## config.mk

```make
export PLATFORM = sky130hd
export DESIGN_NAME = axi_dmac_burst_splitter
export DESIGN_NICKNAME = d
export VERILOG_FILES = /design/src/rtl/axi_dmac_pkg.sv /design/src/rtl/axi_dmac_burst_len_calc.sv /design/src/rtl/axi_dmac_burst_splitter.sv
export SDC_FILE = /design/constraint.sdc
export NUM_CORES = 1
export LEC_CHECK = 0
export BUFFER_PORTS_ARGS = -buffer_cell sky130_fd_sc_hd__buf_4
export CAP_MARGIN = 40
export CORE_UTILIZATION = 43
export DETAILED_ROUTE_END_ITERATION = 8
export PLACE_DENSITY = 0.73
export SYNTH_ARGS = -nofsm -noshare
export SYNTH_HDL_FRONTEND = slang
export SYNTH_SLANG_ARGS = --single-unit
export TNS_END_PERCENT = 50
```

## constraint.sdc

```tcl
create_clock -name clk -period 5.61 [get_ports clk]
set_input_delay 0.561 -clock clk [delete_from_list [all_inputs] [get_ports clk]]
set_output_delay 0.561 -clock clk [all_outputs]
set_load 0.02 [all_outputs]
```

## src/rtl/axi_dmac_pkg.sv

```systemverilog
// Shared types and constants for the AXI DMAC burst splitter.
// The 4 KiB guard is enabled by defining AXI_DMAC_BURST_4K_GUARD_EN.
package axi_dmac_pkg;

  localparam int BOUNDARY_4K = 4096;

  localparam int DESC_ADDR_WIDTH   = 32;
  localparam int DESC_LENGTH_WIDTH = 24;

  // Burst descriptor at the default address/length widths.
  typedef struct packed {
    logic [DESC_ADDR_WIDTH-1:0]   addr;
    logic [DESC_LENGTH_WIDTH-1:0] length;
    logic                         last;
  } burst_desc_t;

  typedef enum logic {
    ST_IDLE  = 1'b0,
    ST_SPLIT = 1'b1
  } split_state_e;

endpackage

```

## src/rtl/axi_dmac_burst_len_calc.sv

```systemverilog
// Combinational burst length selection: min(remaining, burst limit, optional 4 KiB term).
// The 4 KiB term is compiled in only when AXI_DMAC_BURST_4K_GUARD_EN is defined.
module axi_dmac_burst_len_calc
  import axi_dmac_pkg::*;
#(
  parameter int LENGTH_WIDTH        = 24,
  parameter int MAX_BYTES_PER_BURST = 128
) (
  input  logic [11:0]             addr_low,
  input  logic [LENGTH_WIDTH:0]   rem_len,
  output logic [LENGTH_WIDTH-1:0] burst_length,
  output logic                    is_final
);

  localparam int RW = LENGTH_WIDTH + 1;
  localparam logic [RW-1:0] MAX_LEN = RW'(MAX_BYTES_PER_BURST - 1);

  logic [RW-1:0] len_min;

`ifdef AXI_DMAC_BURST_4K_GUARD_EN
  logic [RW-1:0] guard_len;
  assign guard_len = RW'(BOUNDARY_4K - 1) - RW'(addr_low);
`else
  logic addr_unused;
  assign addr_unused = ^addr_low;
`endif

  // NOTE: every variable written here gets a default first, so no latch can be inferred.
  always_comb begin
    len_min = rem_len;
    if (MAX_LEN < len_min) len_min = MAX_LEN;
`ifdef AXI_DMAC_BURST_4K_GUARD_EN
    if (guard_len < len_min) len_min = guard_len;
`endif
  end

  // len_min never exceeds the burst limit unless it equals rem_len, whose top bit is always 0.
  assign burst_length = len_min[LENGTH_WIDTH-1:0];
  assign is_final     = (len_min == rem_len);

endmodule

```

## src/rtl/axi_dmac_burst_splitter.sv

```systemverilog
// Splits DMA transfer requests into bursts bounded by MAX_BYTES_PER_BURST.
// Define AXI_DMAC_BURST_4K_GUARD_EN to also keep bursts inside 4 KiB pages.
module axi_dmac_burst_splitter
  import axi_dmac_pkg::*;
#(
  parameter int ADDR_WIDTH          = 32,
  parameter int LENGTH_WIDTH        = 24,
  parameter int DMA_DATA_WIDTH      = 64,
  parameter int DMA_LENGTH_ALIGN    = 8,
  parameter int MAX_BYTES_PER_BURST = 128
) (
  input  logic                    clk,
  input  logic                    resetn,
  input  logic                    req_valid,
  output logic                    req_ready,
  input  logic [ADDR_WIDTH-1:0]   req_addr,
  input  logic [LENGTH_WIDTH-1:0] req_length,
  input  logic                    req_last,
  output logic                    burst_valid,
  input  logic                    burst_ready,
  output logic [ADDR_WIDTH-1:0]   burst_addr,
  output logic [LENGTH_WIDTH-1:0] burst_length,
  output logic                    burst_last,
  output logic                    busy
);

  localparam int RW = LENGTH_WIDTH + 1;
  localparam logic [ADDR_WIDTH-1:0] BEAT_MASK  = ADDR_WIDTH'(DMA_DATA_WIDTH / 8 - 1);
  localparam logic [RW-1:0]         ALIGN_MASK = RW'(DMA_LENGTH_ALIGN - 1);

  split_state_e            state_q, state_d;
  logic [ADDR_WIDTH-1:0]   addr_q, addr_d;
  logic [RW-1:0]           rem_q, rem_d;
  logic                    last_q, last_d;

  logic [LENGTH_WIDTH-1:0] len_w;
  logic                    final_w;

  axi_dmac_burst_len_calc #(
    .LENGTH_WIDTH        (LENGTH_WIDTH),
    .MAX_BYTES_PER_BURST (MAX_BYTES_PER_BURST)
  ) u_len_calc (
    .addr_low     (addr_q[11:0]),
    .rem_len      (rem_q),
    .burst_length (len_w),
    .is_final     (final_w)
  );

  always_comb begin
    state_d = state_q;
    addr_d  = addr_q;
    rem_d   = rem_q;
    last_d  = last_q;
    unique case (state_q)
      ST_IDLE: begin
        if (req_valid) begin
          state_d = ST_SPLIT;
          addr_d  = req_addr & ~BEAT_MASK;
          rem_d   = {1'b0, req_length} | ALIGN_MASK;
          last_d  = req_last;
        end
      end
      ST_SPLIT: begin
        if (burst_ready) begin
          addr_d = addr_q + ADDR_WIDTH'(len_w) + ADDR_WIDTH'(1);
          if (final_w) begin
            state_d = ST_IDLE;
            rem_d   = '0;
          end else begin
            rem_d = rem_q - {1'b0, len_w} - RW'(1);
          end
        end
      end
      default: state_d = ST_IDLE;
    endcase
  end

  // NOTE: sequential state uses non-blocking assignments so every flop samples pre-edge values.
  always_ff @(posedge clk or negedge resetn) begin
    if (!resetn) begin
      state_q <= ST_IDLE;
      addr_q  <= '0;
      rem_q   <= '0;
      last_q  <= 1'b0;
    end else begin
      state_q <= state_d;
      addr_q  <= addr_d;
      rem_q   <= rem_d;
      last_q  <= last_d;
    end
  end

  // Descriptor outputs come straight from held registers, so they stay stable under backpressure.
  assign req_ready    = (state_q == ST_IDLE);
  assign busy         = (state_q == ST_SPLIT);
  assign burst_valid  = busy;
  assign burst_addr   = addr_q;
  assign burst_length = len_w;
  assign burst_last   = busy && final_w && last_q;

endmodule

```

==> impl_metrics.ini <==
[clocking]
cts_root_buffer = clkbuf_8
clock_sinks = 59
path_clk_slew_ns = 0.08
cts_tree = yes
clockBufferDepth = 2
cts_made_buffers = 9
cts-resized-gates = 0
cts_max_level = 3
post_cts_buffers = 0
ctsHoldBuffers = 0
clock_latency_ns = 0.36

[route]
num_vias = 4549
totalWireLength_um = 13100
antenna_left = 0
drc = 0
wl_per_cell_um = 16.5
drt_first_pass_iters = 5
routed_via_density = 5.71
drt_iter0_markers = 335

[hold_path]
hold_class = input pin to asynchronous set/reset pin

[placed_design]
portBuffers = 97
dp_hpwl_um = 9260
finalWeightedCongestion = 0.937
placed_area_um2 = 5420

[timing]
skew_ns = 0.0104
fmax_ghz = 0.217
post-route-period-util_pct = 82.1
rsz0062_at_grt = false
worst_slew_pin_slew_ns = 0.851
relSlewSlack_pct = 43.1
setup_viol = 0
finalHoldViolations = 0
finalSetupTns_ns = 0
slew_violations = 0
min_period_ns = 4.61

[final_layout]
syn_to_final_growth_pct = 22.0
diodes = 0
regArea_um2 = 1480
fillerInstances = 1009
multi_input_area_um2 = 2920
post-route-cell-area_um2 = 5630
fin_nets = 742
drive_gt1_share_pct = 20.3

[synthesis]
ys_ff_latch = 59
synthCells = 561
synth_edf_count = 0
synth_cell_types = 64
synth-async-reset-ratio_pct = 100
ys.warnings.count = 0
ys.flop_type = dfrtp_1
ys_seq_area_share_pct = 32.0
synth.avg_cell_area_um2 = 8.22
syn_area_um2 = 4610

[floorplanning]
dieArea_um2 = 11100
num_io_pins = 121
start_util_pct = 44.5
fp.dieW_um = 106
die_y_um = 106
rows = 37
core_area_um2 = 10400

[flow_run]
max_cap_viol_count = 0

[worst_setup_path]
worstPathRequired_ns = 5.89
endpoint_kind = flop
worst_ep_arrival_time_ns = 4.89
cp-start-kind = flop
crit_path_max_fanout = 16
critical_path_class = flop to flop

[power]
swShare_pct = 44.2
comb_power_share_pct = 55.3
power.leakage_nw = 2.61
power_density_nw_per_um2 = 471
vdd_drop_max_mv = 0.303
switchingPower_w = 0.00117
p_clk_share_pct = 16.4
sequentialPowerShare_pct = 28.3
power.internal_w = 0.00148

[grt]
antenna_found_initial = 0
first_global_vias = 4448
grt_max_degree = 60
overflow = 0
grt_first_pass_wirelength_um = 21600
gr-usage-all-layers_pct = 24.2

[run_status]
status = finished clean
==> cell type report <==
class	instances	area share [%]
multi-input combinational	464	51.9
sequential	59	26.2
timing repair buffer	101	13.7
tap	136	3.02
clock buffer	11	2.33
clock inverter	5	1.38
inverter	20	1.33
==> cells in the final DEF (no fill, tap or decap), types with 8 or more instances in the layout <==
| cell | instances |
|---|---|
| buf_4 | 99 |
| dfrtp_1 | 59 |
| a21oi_1 | 53 |
| nand2_1 | 53 |
| o21ai_0 | 50 |
| conb_1 | 35 |
| nor2_1 | 33 |
| ha_1 | 25 |
| inv_1 | 20 |
| nand2b_1 | 17 |
| o22ai_1 | 12 |
| a21o_1 | 12 |
| xor2_1 | 11 |
| mux2i_1 | 10 |
| a211oi_1 | 10 |
| nand3_1 | 10 |
| xnor2_1 | 9 |
| clkbuf_8 | 9 |
| a22oi_1 | 8 |
==> power by group through the flow <==
| stage | clock network [W] | registers (W) | logic [W] |
|---|---|---|---|
| 6_report | 0.000436 | 0.000751 | 0.00147 |
| 5_1_grt | 0.000459 | 0.000774 | 0.00162 |
| 2_1_floorplan | 0 | 0.000830 | 0.000949 |
| 4_1_cts | 0.000444 | 0.000748 | 0.00142 |
| 3_5_place_dp | 0 | 0.000752 | 0.00141 |
| 3_3_place_gp | 0 | 0.000747 | 0.00139 |
==> sequential cells by signal, summed over array words and instances, names as in the netlist <==
register and count:
last_q 1, burst_valid 1, burst_addr 32, rem_q 25
==> worst max-delay path, cell delays in order, from the launching register on <==
cell	delay (ns)
dfrtp_1	0.40
or3_1	0.44
or3_1	0.48
nor3_2	0.26
and3_1	0.56
nand2b_1	0.19
ha_1	0.41
o211ai_1	0.10
a21o_1	0.20
a21oi_1	0.17
o22ai_1	0.19
nor4_1	0.41
o22ai_2	0.24
or2_2	0.31
a31oi_1	0.15
==> worst paths after layout <==
path	start	slack [ns]	end	cells past startpoint
worst min-delay path	resetn	0.29	burst_addr[4]	1
min in group clk	req_length[3]	0.43	rem_q[3]	3
worst min register to register	last_q	0.48	last_q	2
max in group asynchronous	resetn	4.80	burst_addr[20]	1
worst max-delay path	rem_q[8]	1.00	burst_addr[30]	14
worst max register to register	rem_q[8]	1.00	burst_addr[30]	14
==> kinds of logic after synthesis <==
family | Yosys count | synth area share [%]
XOR/XNOR | 20 | 3.80
multiplexers | 17 | 3.88
AO/OA/AOI/OAI | 200 | 27.6
other | 1 | 0.0813
adder cells (fa/ha/maj) | 26 | 7.22
AND/OR/NAND/NOR | 166 | 18.0
flip-flops | 59 | 32.0
buffers and inverters | 72 | 7.46
==> synth_stat cells (5+ instances only) <==
master     n  area share (%)
a21oi_1   53             5.8
and3_1     6            0.81
ha_1      25             6.8
inv_1     20             1.6
mux2_2     7             1.7
a211oi_1  10             1.6
dfrtp_1   59              32
nor2_1    34             2.8
a21o_1    12             2.0
or3_1      6            0.81
buf_4     18             2.9
xor2_1    11             2.1
a22oi_1    8             1.3
mux2i_1   10             2.2
o211ai_1   7             1.1
o22ai_1   12             1.6
nand3_1   10             1.1
nor2b_1    6            0.81
nand4_1    5            0.68
nor4_1     7            0.95
xnor2_1    9             1.7
nor3_1     7            0.76
nand2_1   53             4.3
o21ai_0   50             5.4
clkbuf_1  27             2.2
buf_2      5            0.54
a31oi_1    5            0.68
a221o_1    6             1.3
nand2b_1  17             2.3
==> stage by stage <==
step | utilization [%] | hold slack, ns | total power [W] | worst slack (ns) | cells
floorplan | - | 0.265 | 0.00178 | 1.49 | 595
global placement | 52.0 | 0.454 | 0.00214 | 1.07 | 778
detailed placement | 52.2 | 0.461 | 0.00216 | 1.06 | 780
CTS | 54.3 | 0.318 | 0.00262 | 1.02 | 796
global route | 54.3 | 0.349 | 0.00285 | 0.579 | 796
finish | 54.3 | 0.290 | 0.00265 | 1.00 | 796
==> routing by layer <==
layer / part of all wire, % / GRT usage, % / up-vias
met1: 45 / 31.7 / 2186
li1: - / - / 2197
met5: 0 / 0 / -
met3: 5.2 / 4.45 / 24
met2: 48 / 40.1 / 142
met4: 2.1 / 8.33 / 0
(Power assumes the default switching activity.)
